===== src/rtl/dmem_pkg.sv =====
`default_nettype none
// ============================================================================
// Module      : dmem_pkg
// Description : Shared opcodes, state encoding and helpers for the data-memory
//               arbiter slice.
// Revision    : 1.0 - initial release
// ============================================================================
package dmem_pkg;

    // Default geometry: 256-word memory, 32-bit words
    localparam int AW_DEF = 8;
    localparam int DW_DEF = 32;

    // Opcodes understood by the data memory
    localparam logic [5:0] OPC_LW  = 6'b100011;
    localparam logic [5:0] OPC_SW  = 6'b101011;
    localparam logic [5:0] OPC_NOP = 6'b000000;

    // Access sequencer states
    typedef enum logic [1:0] {
        IDLE   = 2'd0,
        ACCESS = 2'd1,
        DONE   = 2'd2
    } state_t;

    // A word address is decodable only when every bit above the low aw bits is zero
    function automatic logic addr_in_range(input logic [31:0] addr, input int unsigned aw);
        return ((addr >> aw) == 32'd0);
    endfunction

endpackage : dmem_pkg
`default_nettype wire


===== src/rtl/dmem_arbiter_rr_arb2.sv =====
`default_nettype none
// ============================================================================
// Module      : rr_arb2
// Description : Two-requester round-robin arbiter. Produces a one-hot grant
//               from the requests and the last-grant pointer; the pointer
//               moves to the winner when the enable strobe is high.
// Revision    : 1.0 - initial release
// ============================================================================
module rr_arb2
    import dmem_pkg::*;
(
    input  logic       clk,
    input  logic       rst,
    input  logic [1:0] i_req,
    input  logic       i_en,
    output logic [1:0] o_grant
);

    // Index of the most recent winner; reset to 1 so port 0 wins the first tie
    logic r_last;

    // One-hot grant: a lone requester wins, a tie goes to the port that did not win last
    always_comb begin
        o_grant = 2'b00;
        case (i_req)
            2'b01:   o_grant = 2'b01;
            2'b10:   o_grant = 2'b10;
            2'b11:   o_grant = r_last ? 2'b01 : 2'b10;
            default: o_grant = 2'b00;
        endcase
    end

    // Pointer follows the winner whenever a grant is actually taken
    always_ff @(posedge clk) begin
        if (rst) begin
            r_last <= 1'b1;
        end else if (i_en && (o_grant != 2'b00)) begin
            r_last <= o_grant[1];
        end
    end

endmodule : rr_arb2
`default_nettype wire


===== src/rtl/dmem_arbiter.sv =====
`default_nettype none
// ============================================================================
// Module      : dmem_arbiter
// Description : Shares the single-port data memory between the CPU load/store
//               stage (port 0) and the watermark/debug port (port 1). Each
//               granted access runs IDLE -> ACCESS -> DONE: the memory bus is
//               driven for one cycle, the read word is captured, and the
//               winner receives a one-cycle ack.
// Revision    : 1.0 - initial release
// ============================================================================
module dmem_arbiter
    import dmem_pkg::*;
#(
    parameter int AW = AW_DEF,
    parameter int DW = DW_DEF
) (
    input  logic          clk,
    input  logic          rst,
    // port 0: CPU load/store stage
    input  logic          r0_req,
    input  logic          r0_we,
    input  logic [31:0]   r0_addr,
    input  logic [DW-1:0] r0_wdata,
    output logic          r0_ack,
    output logic          r0_err,
    output logic [DW-1:0] r0_rdata,
    // port 1: watermark/debug access
    input  logic          r1_req,
    input  logic          r1_we,
    input  logic [31:0]   r1_addr,
    input  logic [DW-1:0] r1_wdata,
    output logic          r1_ack,
    output logic          r1_err,
    output logic [DW-1:0] r1_rdata,
    // data memory bus
    output logic [5:0]    mem_opcode,
    output logic [31:0]   mem_address,
    output logic [DW-1:0] mem_value,
    input  logic [DW-1:0] mem_result,
    output logic          busy
);

    // ------------------------------------------------------------------------
    // Declarations
    // ------------------------------------------------------------------------
    state_t        r_state;
    state_t        w_next;

    logic [1:0]    w_req;
    logic [1:0]    w_grant;
    logic          w_take;

    logic          w_we;
    logic [31:0]   w_addr;
    logic [DW-1:0] w_wdata;
    logic          w_in_range;

    logic [1:0]    r_sel;
    logic          r_we;
    logic          r_in_range;

    logic [5:0]    r_mem_opcode;
    logic [31:0]   r_mem_address;
    logic [DW-1:0] r_mem_value;

    logic          r_r0_ack;
    logic          r_r0_err;
    logic [DW-1:0] r_r0_rdata;
    logic          r_r1_ack;
    logic          r_r1_err;
    logic [DW-1:0] r_r1_rdata;

    // ------------------------------------------------------------------------
    // Arbitration: requests are only considered while idle
    // ------------------------------------------------------------------------
    assign w_req  = {r1_req, r0_req};
    assign w_take = (r_state == IDLE) && (w_req != 2'b00);

    rr_arb2 u_rr_arb2 (
        .clk     (clk),
        .rst     (rst),
        .i_req   (w_req),
        .i_en    (w_take),
        .o_grant (w_grant)
    );

    // Winner's payload, selected by the one-hot grant
    assign w_we       = w_grant[1] ? r1_we    : r0_we;
    assign w_addr     = w_grant[1] ? r1_addr  : r0_addr;
    assign w_wdata    = w_grant[1] ? r1_wdata : r0_wdata;
    assign w_in_range = addr_in_range(w_addr, AW);

    // ------------------------------------------------------------------------
    // Access sequencer
    // ------------------------------------------------------------------------

    // State register; reset dominates any pending request
    always_ff @(posedge clk) begin
        if (rst) begin
            r_state <= IDLE;
        end else begin
            r_state <= w_next;
        end
    end

    // Next state: wait for a request, then exactly one ACCESS and one DONE cycle
    always_comb begin
        w_next = r_state;
        case (r_state)
            IDLE:    w_next = (w_req != 2'b00) ? ACCESS : IDLE;
            ACCESS:  w_next = DONE;
            DONE:    w_next = IDLE;
            default: w_next = IDLE;
        endcase
    end

    // ------------------------------------------------------------------------
    // Memory bus: loaded on the grant edge so it is stable for the whole
    // ACCESS cycle; opcode falls back to NOP at every other edge while the
    // address and value keep their last contents.
    // ------------------------------------------------------------------------

    // Latch the winner's request and drive the memory bus for the ACCESS cycle
    always_ff @(posedge clk) begin
        if (rst) begin
            r_sel         <= 2'b00;
            r_we          <= 1'b0;
            r_in_range    <= 1'b0;
            r_mem_opcode  <= OPC_NOP;
            r_mem_address <= 32'd0;
            r_mem_value   <= '0;
        end else begin
            r_mem_opcode <= OPC_NOP;
            if (w_take) begin
                r_sel         <= w_grant;
                r_we          <= w_we;
                r_in_range    <= w_in_range;
                r_mem_address <= w_addr;
                r_mem_value   <= w_wdata;
                // An undecodable address never reaches the memory as a real access
                if (w_in_range) begin
                    r_mem_opcode <= w_we ? OPC_SW : OPC_LW;
                end
            end
        end
    end

    // ------------------------------------------------------------------------
    // Responses: the edge closing ACCESS raises ack for one cycle (DONE) and
    // updates rdata for loads or out-of-range accesses; stores leave it alone.
    // ------------------------------------------------------------------------

    // Port 0 response registers
    always_ff @(posedge clk) begin
        if (rst) begin
            r_r0_ack   <= 1'b0;
            r_r0_err   <= 1'b0;
            r_r0_rdata <= '0;
        end else begin
            r_r0_ack <= 1'b0;
            r_r0_err <= 1'b0;
            if ((r_state == ACCESS) && r_sel[0]) begin
                r_r0_ack <= 1'b1;
                r_r0_err <= ~r_in_range;
                if (!r_in_range) begin
                    r_r0_rdata <= '0;
                end else if (!r_we) begin
                    r_r0_rdata <= mem_result;
                end
            end
        end
    end

    // Port 1 response registers
    always_ff @(posedge clk) begin
        if (rst) begin
            r_r1_ack   <= 1'b0;
            r_r1_err   <= 1'b0;
            r_r1_rdata <= '0;
        end else begin
            r_r1_ack <= 1'b0;
            r_r1_err <= 1'b0;
            if ((r_state == ACCESS) && r_sel[1]) begin
                r_r1_ack <= 1'b1;
                r_r1_err <= ~r_in_range;
                if (!r_in_range) begin
                    r_r1_rdata <= '0;
                end else if (!r_we) begin
                    r_r1_rdata <= mem_result;
                end
            end
        end
    end

    // ------------------------------------------------------------------------
    // Outputs
    // ------------------------------------------------------------------------
    assign r0_ack      = r_r0_ack;
    assign r0_err      = r_r0_err;
    assign r0_rdata    = r_r0_rdata;
    assign r1_ack      = r_r1_ack;
    assign r1_err      = r_r1_err;
    assign r1_rdata    = r_r1_rdata;
    assign mem_opcode  = r_mem_opcode;
    assign mem_address = r_mem_address;
    assign mem_value   = r_mem_value;
    assign busy        = (r_state != IDLE);

endmodule : dmem_arbiter
`default_nettype wire


===== config.mk =====
export PLATFORM = sky130hd
export DESIGN_NAME = dmem_arbiter
export DESIGN_NICKNAME = d
export VERILOG_FILES = /design/src/rtl/dmem_pkg.sv /design/src/rtl/dmem_arbiter_rr_arb2.sv /design/src/rtl/dmem_arbiter.sv
export SDC_FILE = /design/constraint.sdc
export NUM_CORES = 1
export LEC_CHECK = 0
export ABC_AREA = 1
export CAP_MARGIN = 40
export CORE_ASPECT_RATIO = 1.75
export CORE_MARGIN = 1.5
export CORE_UTILIZATION = 35
export DETAILED_ROUTE_END_ITERATION = 12
export GPL_TIMING_DRIVEN = 0
export HOLD_SLACK_MARGIN = 0.02
export MAX_ROUTING_LAYER = met4
export PLACE_DENSITY_LB_ADDON = 0.05
export RECOVER_POWER = 25
export SLEW_MARGIN = 5
export SYNTH_ARGS = -nofsm -noshare
export SYNTH_HDL_FRONTEND = slang
export SYNTH_SLANG_ARGS = --single-unit

===== constraint.sdc =====
create_clock -name clk -period 2.25 [get_ports clk]
set_input_delay 0.45 -clock clk [delete_from_list [all_inputs] [get_ports clk]]
set_output_delay 0.45 -clock clk [all_outputs]
set_load 0.005 [all_outputs]

==> impl_metrics.py, run 1 <==
metrics = {
    "route": {
        "vias": 6081,
        "routed_via_density": 4.89,
        "post-route-drc-count": 0,
        "drtIter0Drc": 196,
        "routedWlPerCell_um": 16.1,
        "firstDrtPassIters": 4,
        "drt_wl_total_mm": 20.0,
        "ant_nets": 0,
    },
    "power": {
        "power_frac_clock_pct": 42.1,
        "p_leak_nw": 3.83,
        "pwr_density_cell_nw_per_um2": 737,
        "ir_worst_vdd_uv": 440,
        "p_comb_share_pct": 17.9,
        "p_switching_mw": 1.82,
        "swShare_pct": 26.4,
        "p_seq_share_pct": 40.1,
        "p_int_mw": 5.09,
    },
    "critical_path": {
        "cp.buffers_inverters": 2,
        "cp-start-kind": "primary input",
        "critPathArrivalTime_ns": 2.31,
        "crit_path_max_incr_delay_ns": 0.64,
        "worstPathMaxFanout": 10,
        "cp.required_ns": 2.59,
        "slowest_stage": "dlygate4sd3_1",
        "cp_top_family": "buffers and inverters",
        "path_class": "in2reg",
        "crit_chain": "dlygate4sd3_1, nor2_1, nor2_1, clkbuf_1, o21ai_0, a21oi_1",
        "path_common_cell": "nor2_1",
        "worst_setup_path_end_kind": "flip-flop",
    },
    "timing": {
        "slew_violations": 0,
        "clock_skew_ns": 0.00930,
        "relSlewSlack_pct": 57.9,
        "achievable-frequency_ghz": 0.509,
        "rsz0062_at_grt": "false",
        "hold_violations": 0,
        "setup_viol": 0,
        "max_slew.worst_pin.slew_ns": 0.629,
        "finalSetupTns_ns": 0,
        "finalCritPeriodShare_pct": 87.4,
        "worst_slack_ns": 0.284,
        "finalCriticalPeriod_ns": 1.97,
    },
    "yosys": {
        "ys_ff_latch": 141,
        "synth_seq_area_share_pct": 51.1,
        "ys_types": 21,
        "yosysWarnings": 0,
        "syn_inst": 722,
        "avgSynthCellArea_um2": 7.65,
        "syn-cell-area_um2": 5530,
    },
    "floorplanning": {
        "die-area_um2": 16600,
        "pin_count": 305,
        "fp.coreArea_um2": 15400,
        "die_h_um": 169,
        "dieWidth_um": 98.0,
        "start_util_pct": 35.9,
        "rows": 60,
    },
    "run_status": {
        "outcome": "finished, final reports clean",
    },
    "place": {
        "pre_cts_slack_ns": -0.0372,
        "gp_congestion": 0.855,
        "port_buffers": 302,
        "place_area_um2": 8780,
        "dp.cells": 1211,
        "hpwlAfterDp_mm": 15.6,
    },
    "clock_tree": {
        "clock-sinks": 141,
        "post_cts_buffers": 0,
        "clkTransAtPathRegs_ns": 0.06,
        "clk_latency_ns": 0.41,
        "cts_buffer_depth": 2,
        "hold_buffers": 0,
        "cts_tree": "built",
        "h-tree-depth": 4,
        "cts_resized": 0,
        "clockRootBuffer": "clkbuf_16",
        "cts_made_buffers": 17,
    },
    "run": {
        "maxCapViolations": 0,
    },
    "global_routing": {
        "use_met1_pct": 25.3,
        "grt_usage_pct": 24.6,
        "overflow": 0,
        "grt_util_met2_pct": 45.0,
        "grt_pass1_wl_mm": 31.3,
        "grt_max_degree": 17,
        "grt.busiest_layer": "met2",
        "grt_pass1_vias": 6021,
        "grt_use_met3_pct": 5.77,
        "antenna_found_initial": 0,
    },
    "final_layout": {
        "nets": 1210,
        "area_growth_pct": 69.7,
        "design_area_um2": 9380,
        "final-instance-count-excl-fill": 1243,
        "multi_input_area_um2": 2310,
        "fillers": 1449,
        "drive_gt1_share_pct": 6.43,
        "diodes": 0,
        "fin_util_pct": 60.9,
        "regArea_um2": 2820,
    },
    "worst_hold_path": {
        "worstHoldPathType": "reg2reg",
    },
}
[worst paths after layout]
| kind | from | to | slack, ns | cells past startpoint |
|---|---|---|---|---|
| min | r_state[1]$_SDFF_PP0_ | r_state[1]$_SDFF_PP0_ | 0.45 | 1 |
| max | r1_req | mem_address[27]$_SDFFE_PP0P_ | 0.28 | 6 |
| max reg2reg | r_in_range$_SDFFE_PP0P_ | r0_rdata[7]$_SDFFE_PP0P_ | 0.34 | 7 |
| min reg2reg | r_state[1]$_SDFF_PP0_ | r_state[1]$_SDFF_PP0_ | 0.45 | 1 |
[routing by layer]
metal	share of wire, %	up-vias
li1	-	3058
met1	38	2778
met2	55	218
met3	5.3	27
met4	2.6	0
met5	0	-
[worst register-to-register path, stage by stage (launching register included)]
cell and delay, ns:
dfxtp_1 0.29, buf_2 0.17, nand2_1 0.08, inv_1 0.07
nor2_1 0.51, clkbuf_1 0.42, nor2_1 0.07, a211oi_1 0.20
[power groups by stage]
stage	combinational [mW]	sequential (mW)	clock, mW
4_1_cts	1.27	2.77	2.96
6_report	1.23	2.77	2.91
3_5_place_dp	1.27	2.82	0
5_1_grt	1.36	2.79	3.06
3_3_place_gp	1.26	2.82	0
2_1_floorplan	0.445	2.83	0
[state kept, by name, summed over array words and instances, names as in the netlist]
signal	cells
r1_ack	1
mem_address	32
r_state	2
r1_err	1
r0_err	1
r_we	1
r_in_range	1
r0_rdata	32
r_sel	2
r1_rdata	32
u_rr_arb2.r_last	1
r0_ack	1
mem_opcode	2
mem_value	32
[cell usage in the layout, fill, tap and decap left out, types with 6 or more instances in the layout]
master             n
a211oi_1           8
a21oi_1           74
a31oi_1           47
buf_2             22
clkbuf_1          27
clkbuf_16         17
clkdlybuf4s50_1  256
dfxtp_1          141
dlygate4sd3_1     46
inv_1             25
inv_6              6
nand2_1          224
nand3_1            8
nand3b_1          15
nor2_1            30
o21ai_0           82
[final cells by class]
cell class / count / area share [%]
buffer: 58 / 2.98
clock buffer: 18 / 4.68
clock inverter: 14 / 1.83
inverter: 27 / 1.08
multi-input combinational: 497 / 24.6
sequential: 141 / 30.1
tap: 186 / 2.48
timing repair buffer: 302 / 32.2
[Yosys cell counts (all sizes together)]
| master | number | area share [%] |
|---|---|---|
| a211oi | 8 | 1.1 |
| a21oi | 74 | 6.7 |
| a31oi | 47 | 5.3 |
| buf | 31 | 3.2 |
| clkbuf | 27 | 1.9 |
| conb | 1 | 0.068 |
| dfxtp | 141 | 51 |
| inv | 27 | 1.8 |
| mux2i | 1 | 0.18 |
| nand2 | 225 | 15 |
| nand3 | 8 | 0.72 |
| nand3b | 15 | 2.0 |
| nor2 | 32 | 2.7 |
| nor3 | 3 | 0.27 |
| o21ai | 82 | 7.4 |
[stage by stage]
step                      hold WS [ns]  total power [mW]
after floorplan                  0.419              3.28
after global placement           0.425              4.08
after detailed placement         0.436              4.09
after CTS                        0.445              7.00
after global routing             0.496              7.21
final                            0.448              6.91
[cells by family after synthesis]
logic type | synth area share [%]
multiplexers | 0.181
buffers and inverters | 6.95
AND/OR/NAND/NOR | 21.2
other | 0.0679
flip-flops | 51.1
AO/OA/AOI/OAI | 20.5
Power figures use the tool's default switching activity.
==> inputs of run 2 (changes only) <==
Settings changed: CTS_CLUSTER_SIZE set to 30, RECOVER_POWER 25 to not set.
==> impl_metrics.py, run 2 (synthesis gave the netlist of run 1 again) <==
metrics = {
    "clock_tree": {
        "hold_buffers": 0,
        "h-tree-depth": 4,
        "clkTransAtPathRegs_ns": 0.06,
        "cts_tree": "built",
        "cts_resized": 0,
        "post_cts_buffers": 0,
        "cts_made_buffers": 17,
        "clockRootBuffer": "clkbuf_16",
        "clock-sinks": 141,
        "clk_latency_ns": 0.41,
        "cts_buffer_depth": 2,
    },
    "global_routing": {
        "antenna_found_initial": 0,
        "grt_usage_pct": 24.6,
        "grt_max_degree": 17,
        "grt_pass1_wl_mm": 31.3,
        "overflow": 0,
        "grt_pass1_vias": 6021,
    },
    "final_layout": {
        "fillers": 1442,
        "final_cell_mix": "302 x clkdlybuf4s50_1, 224 x nand2_1, 141 x dfxtp_1",
        "area_growth_pct": 70.0,
        "fin_util_pct": 61.0,
        "nets": 1210,
        "drive_gt1_share_pct": 7.00,
        "final_common_cell": "clkdlybuf4s50_1",
        "diodes": 0,
    },
    "critical_path": {
        "critPathArrivalTime_ns": 1.56,
        "rrSetupSlack_ns": 0.64,
        "cp-start-kind": "flip-flop",
        "timing.rr.end": "r1_rdata[16]$_SDFFE_PP0P_",
        "cp.buffers_inverters": 2,
        "crit_path_max_incr_delay_ns": 0.58,
        "endpoint": "busy",
        "worstPathMaxFanout": 3,
        "cp.depth": 3,
        "crit_chain": "inv_1, nand2_1, clkdlybuf4s50_1",
        "reg2reg_from": "r_in_range$_SDFFE_PP0P_",
        "slowest_stage": "clkdlybuf4s50_1",
        "worst_setup_path_end_kind": "output pin",
        "cp_top_family": "buffers and inverters",
        "cp.required_ns": 1.80,
        "critical_path.startpoint": "r_state[1]$_SDFF_PP0_",
        "reg2reg_depth": 6,
        "path_class": "reg2out",
    },
    "timing": {
        "setup_viol": 0,
        "clock_skew_ns": 0.00913,
        "relSlewSlack_pct": 61.2,
        "slew_violations": 0,
        "finalCriticalPeriod_ns": 2.01,
        "finalCritPeriodShare_pct": 89.5,
        "rsz0062_at_grt": "false",
        "finalSetupTns_ns": 0,
        "hold_slack_ns": 0.441,
        "max_slew.worst_pin.slew_ns": 0.582,
        "hold_violations": 0,
        "worst_slack_ns": 0.236,
        "achievable-frequency_ghz": 0.497,
    },
    "route": {
        "routedWlPerCell_um": 16.2,
        "drtIter0Drc": 206,
        "drt_wl_total_mm": 20.1,
        "vias": 6087,
        "firstDrtPassIters": 5,
        "ant_nets": 0,
        "routed_via_density": 4.90,
        "post-route-drc-count": 0,
    },
    "floorplanning": {
        "start_util_pct": 35.9,
        "rows": 60,
        "dieWidth_um": 98.0,
        "fp.coreArea_um2": 15400,
        "pin_count": 305,
        "die_h_um": 169,
        "die-area_um2": 16600,
    },
    "power": {
        "p_leak_nw": 3.70,
        "ir_worst_vdd_uv": 440,
        "pwr_density_cell_nw_per_um2": 739,
        "p_total_mw": 6.94,
    },
    "run_status": {
        "outcome": "finished, final reports clean",
    },
    "worst_hold_path": {
        "worstHoldPathType": "reg2reg",
    },
    "place": {
        "port_buffers": 302,
        "hpwlAfterDp_mm": 15.6,
        "pre_cts_slack_ns": -0.0372,
        "gp_congestion": 0.855,
    },
    "run": {
        "maxCapViolations": 0,
    },
}
-- run 2: cell types whose count changed in the layout (fill, tap and decap cells not counted) --
cell	delta
clkdlybuf4s50_1	+46
dlygate4sd3_1	-46
buf_2	+3
clkbuf_1	-3
nor2_1	-2
nor2_4	+2
inv_1	-1
inv_2	+1
-- run 2: per-stage QoR --
stage                     cell area (um2)  cells
after CTS                            9400   1243
after global routing                 9400   1243
after detailed placement             8780   1211
final                                9400   1243
after global placement               8780   1211
after floorplan                      5530    723
-- run 2: layout make-up --
type                       count  area (um2)  share of cell area (%)
timing repair buffer         302        3020                    32.2
clock inverter                14         171                    1.82
buffer                        58         283                    3.01
inverter                      27         101                    1.08
sequential                   141        2820                    30.0
multi-input combinational    497        2320                    24.7
clock buffer                  18         439                    4.67
tap                          186         233                    2.48
-- run 2: metal layers --
| layer | routed length [um] | up-vias | GRT usage (%) |
|---|---|---|---|
| li1 | - | 3056 | - |
| met1 | 7530 | 2776 | 25.3 |
| met2 | 10900 | 230 | 45.0 |
| met3 | 1120 | 25 | 5.77 |
| met4 | 514 | 0 | 9.25 |
| met5 | 0 | - | - |
-- run 2: report_power, final --
group | switching (mW) | leakage (nW) | internal [mW] | total [mW]
logic | 0.542 | 2.24 | 0.715 | 1.26
registers | 0.0914 | 1.15 | 2.68 | 2.77
clock network | 1.20 | 0.299 | 1.71 | 2.91
total | 1.83 | 3.70 | 5.11 | 6.94
-- run 2: worst min-delay path by stage --
stage / startpoint / endpoint / slack, ns / cells past startpoint
global placement: r_state[0]$_SDFF_PP0_ / r_state[1]$_SDFF_PP0_ / 0.42 / 2
floorplan: r_state[0]$_SDFF_PP0_ / r_state[1]$_SDFF_PP0_ / 0.42 / 2
finish: r_state[0]$_SDFF_PP0_ / r_state[1]$_SDFF_PP0_ / 0.44 / 2
global route: r_state[0]$_SDFF_PP0_ / r_state[1]$_SDFF_PP0_ / 0.47 / 2
CTS: r_state[0]$_SDFF_PP0_ / r_state[1]$_SDFF_PP0_ / 0.44 / 2
detailed placement: r_state[0]$_SDFF_PP0_ / r_state[1]$_SDFF_PP0_ / 0.44 / 2
-- run 2: tightest hold or removal path, delay by kind of cell, from the launching register on --
family | cells | cell delay [ns]
buffers and inverters | 1 | 0.06
DFF | 1 | 0.31
and+or+nand+nor | 1 | 0.04
==> inputs of run 3 (changes only) <==
Settings changed: ABC_CLOCK_PERIOD_IN_PS set to 2250, CORE_MARGIN 1.5 to 5.
==> impl_metrics.py, run 3 (synthesis gave the netlist of run 1 again) <==
metrics = {
    "timing": {
        "achievable-frequency_ghz": 0.498,
        "max_slew.worst_pin.slew_ns": 0.543,
        "setup_viol": 0,
        "clock_skew_ns": 0.0120,
        "rsz0062_at_grt": "false",
        "slew_violations": 0,
        "finalSetupTns_ns": 0,
        "finalCriticalPeriod_ns": 2.01,
        "relSlewSlack_pct": 63.8,
        "finalCritPeriodShare_pct": 89.3,
        "hold_violations": 0,
    },
    "final_layout": {
        "final_common_cell": "clkdlybuf4s50_1",
        "drive_gt1_share_pct": 7.00,
        "design_area_um2": 9400,
        "final_cell_mix": "302 x clkdlybuf4s50_1, 224 x nand2_1, 141 x dfxtp_1",
        "area_growth_pct": 70.1,
        "nets": 1210,
        "multi_input_area_um2": 2320,
        "fin_util_pct": 60.8,
        "fillers": 1447,
        "regArea_um2": 2820,
    },
    "floorplanning": {
        "die_h_um": 176,
        "fp.coreArea_um2": 15500,
        "start_util_pct": 35.7,
        "rows": 60,
        "pin_count": 305,
        "die-area_um2": 18500,
        "dieWidth_um": 105,
    },
    "power": {
        "ir_worst_vdd_uv": 414,
        "p_leak_nw": 3.68,
        "p_total_mw": 6.87,
        "pwr_density_cell_nw_per_um2": 731,
    },
    "route": {
        "ant_nets": 0,
        "vias": 6015,
        "drtIter0Drc": 171,
        "post-route-drc-count": 0,
        "routedWlPerCell_um": 16.7,
        "firstDrtPassIters": 4,
        "drt_wl_total_mm": 20.8,
        "routed_via_density": 4.83,
    },
    "place": {
        "port_buffers": 302,
        "gp_congestion": 0.873,
        "place_area_um2": 8780,
        "hpwlAfterDp_mm": 16.5,
    },
    "worst_hold_path": {
        "whs_path_depth": 2,
        "worstHoldPathType": "reg2reg",
    },
    "clock_tree": {
        "post_cts_buffers": 0,
        "clockRootBuffer": "clkbuf_16",
        "cts_tree": "built",
        "clkTransAtPathRegs_ns": 0.06,
        "clock-sinks": 141,
        "hold_buffers": 0,
        "h-tree-depth": 4,
        "cts_made_buffers": 17,
        "cts_resized": 0,
        "clk_latency_ns": 0.41,
        "cts_buffer_depth": 2,
    },
    "global_routing": {
        "grt_usage_pct": 22.5,
        "grt_pass1_wl_mm": 31.9,
        "overflow": 0,
        "grt_pass1_vias": 6034,
        "antenna_found_initial": 2,
        "grt_max_degree": 17,
    },
    "critical_path": {
        "cp.required_ns": 1.80,
        "rrSetupSlack_ns": 0.68,
        "reg2reg_from": "r_in_range$_SDFFE_PP0P_",
        "worst_setup_path_end_kind": "output pin",
        "critPathArrivalTime_ns": 1.56,
        "path_class": "reg2out",
        "reg2reg_depth": 6,
        "cp-start-kind": "flip-flop",
        "endpoint": "busy",
        "timing.rr.end": "r0_rdata[11]$_SDFFE_PP0P_",
        "critical_path.startpoint": "r_state[1]$_SDFF_PP0_",
        "worstPathMaxFanout": 3,
    },
    "run_status": {
        "outcome": "finished, final reports clean",
    },
    "run": {
        "maxCapViolations": 0,
    },
}
[run 3: cell type report]
type	count	share of cell area, %
diodes	2	0.0533
well taps	186	2.48
repair buffers	302	32.2
clock inverters	13	1.64
multi-input cells	497	24.7
clock buffers	19	4.82
plain buffers	58	3.01
flip-flops and latches	141	30.0
inverters	27	1.08
[run 3: critical path, stage by stage (launching register included)]
cell	delay, ns
dfxtp_1	0.34
inv_1	0.04
nand2_1	0.19
clkdlybuf4s50_1	0.58
[run 3: worst min path at each step]
stage | from | to | slack [ns]
after floorplan | r_state[0]$_SDFF_PP0_ | r_state[1]$_SDFF_PP0_ | 0.42
after global placement | r_state[0]$_SDFF_PP0_ | r_state[1]$_SDFF_PP0_ | 0.42
final | r_state[0]$_SDFF_PP0_ | r_state[1]$_SDFF_PP0_ | 0.44
after CTS | r_state[0]$_SDFF_PP0_ | r_state[1]$_SDFF_PP0_ | 0.45
after global routing | r_state[0]$_SDFF_PP0_ | r_state[1]$_SDFF_PP0_ | 0.46
after detailed placement | r_state[1]$_SDFF_PP0_ | r_state[1]$_SDFF_PP0_ | 0.44
[run 3: stage by stage]
step	cells	setup slack, ns	hold slack, ns
after floorplan	723	0.874	0.419
after global placement	1211	0.0373	0.425
after detailed placement	1211	0.0326	0.440
after CTS	1243	0.201	0.449
after global routing	1245	0.118	0.460
final	1245	0.241	0.442
[run 3: routing by layer]
| metal | vias to the layer above | track usage, % | wire [um] |
|---|---|---|---|
| li1 | 3046 | - | - |
| met1 | 2740 | 23.1 | 7720 |
| met2 | 201 | 40.9 | 11400 |
| met3 | 28 | 5.96 | 1210 |
| met4 | 0 | 7.73 | 529 |
| met5 | - | - | 0 |
[run 3: report_power, final]
| part | leakage, nW | internal (mW) | switching [mW] |
|---|---|---|---|
| sequential | 1.15 | 2.68 | 0.0887 |
| combinational | 2.24 | 0.715 | 0.548 |
| clock | 0.285 | 1.72 | 1.12 |
| total | 3.68 | 5.11 | 1.76 |
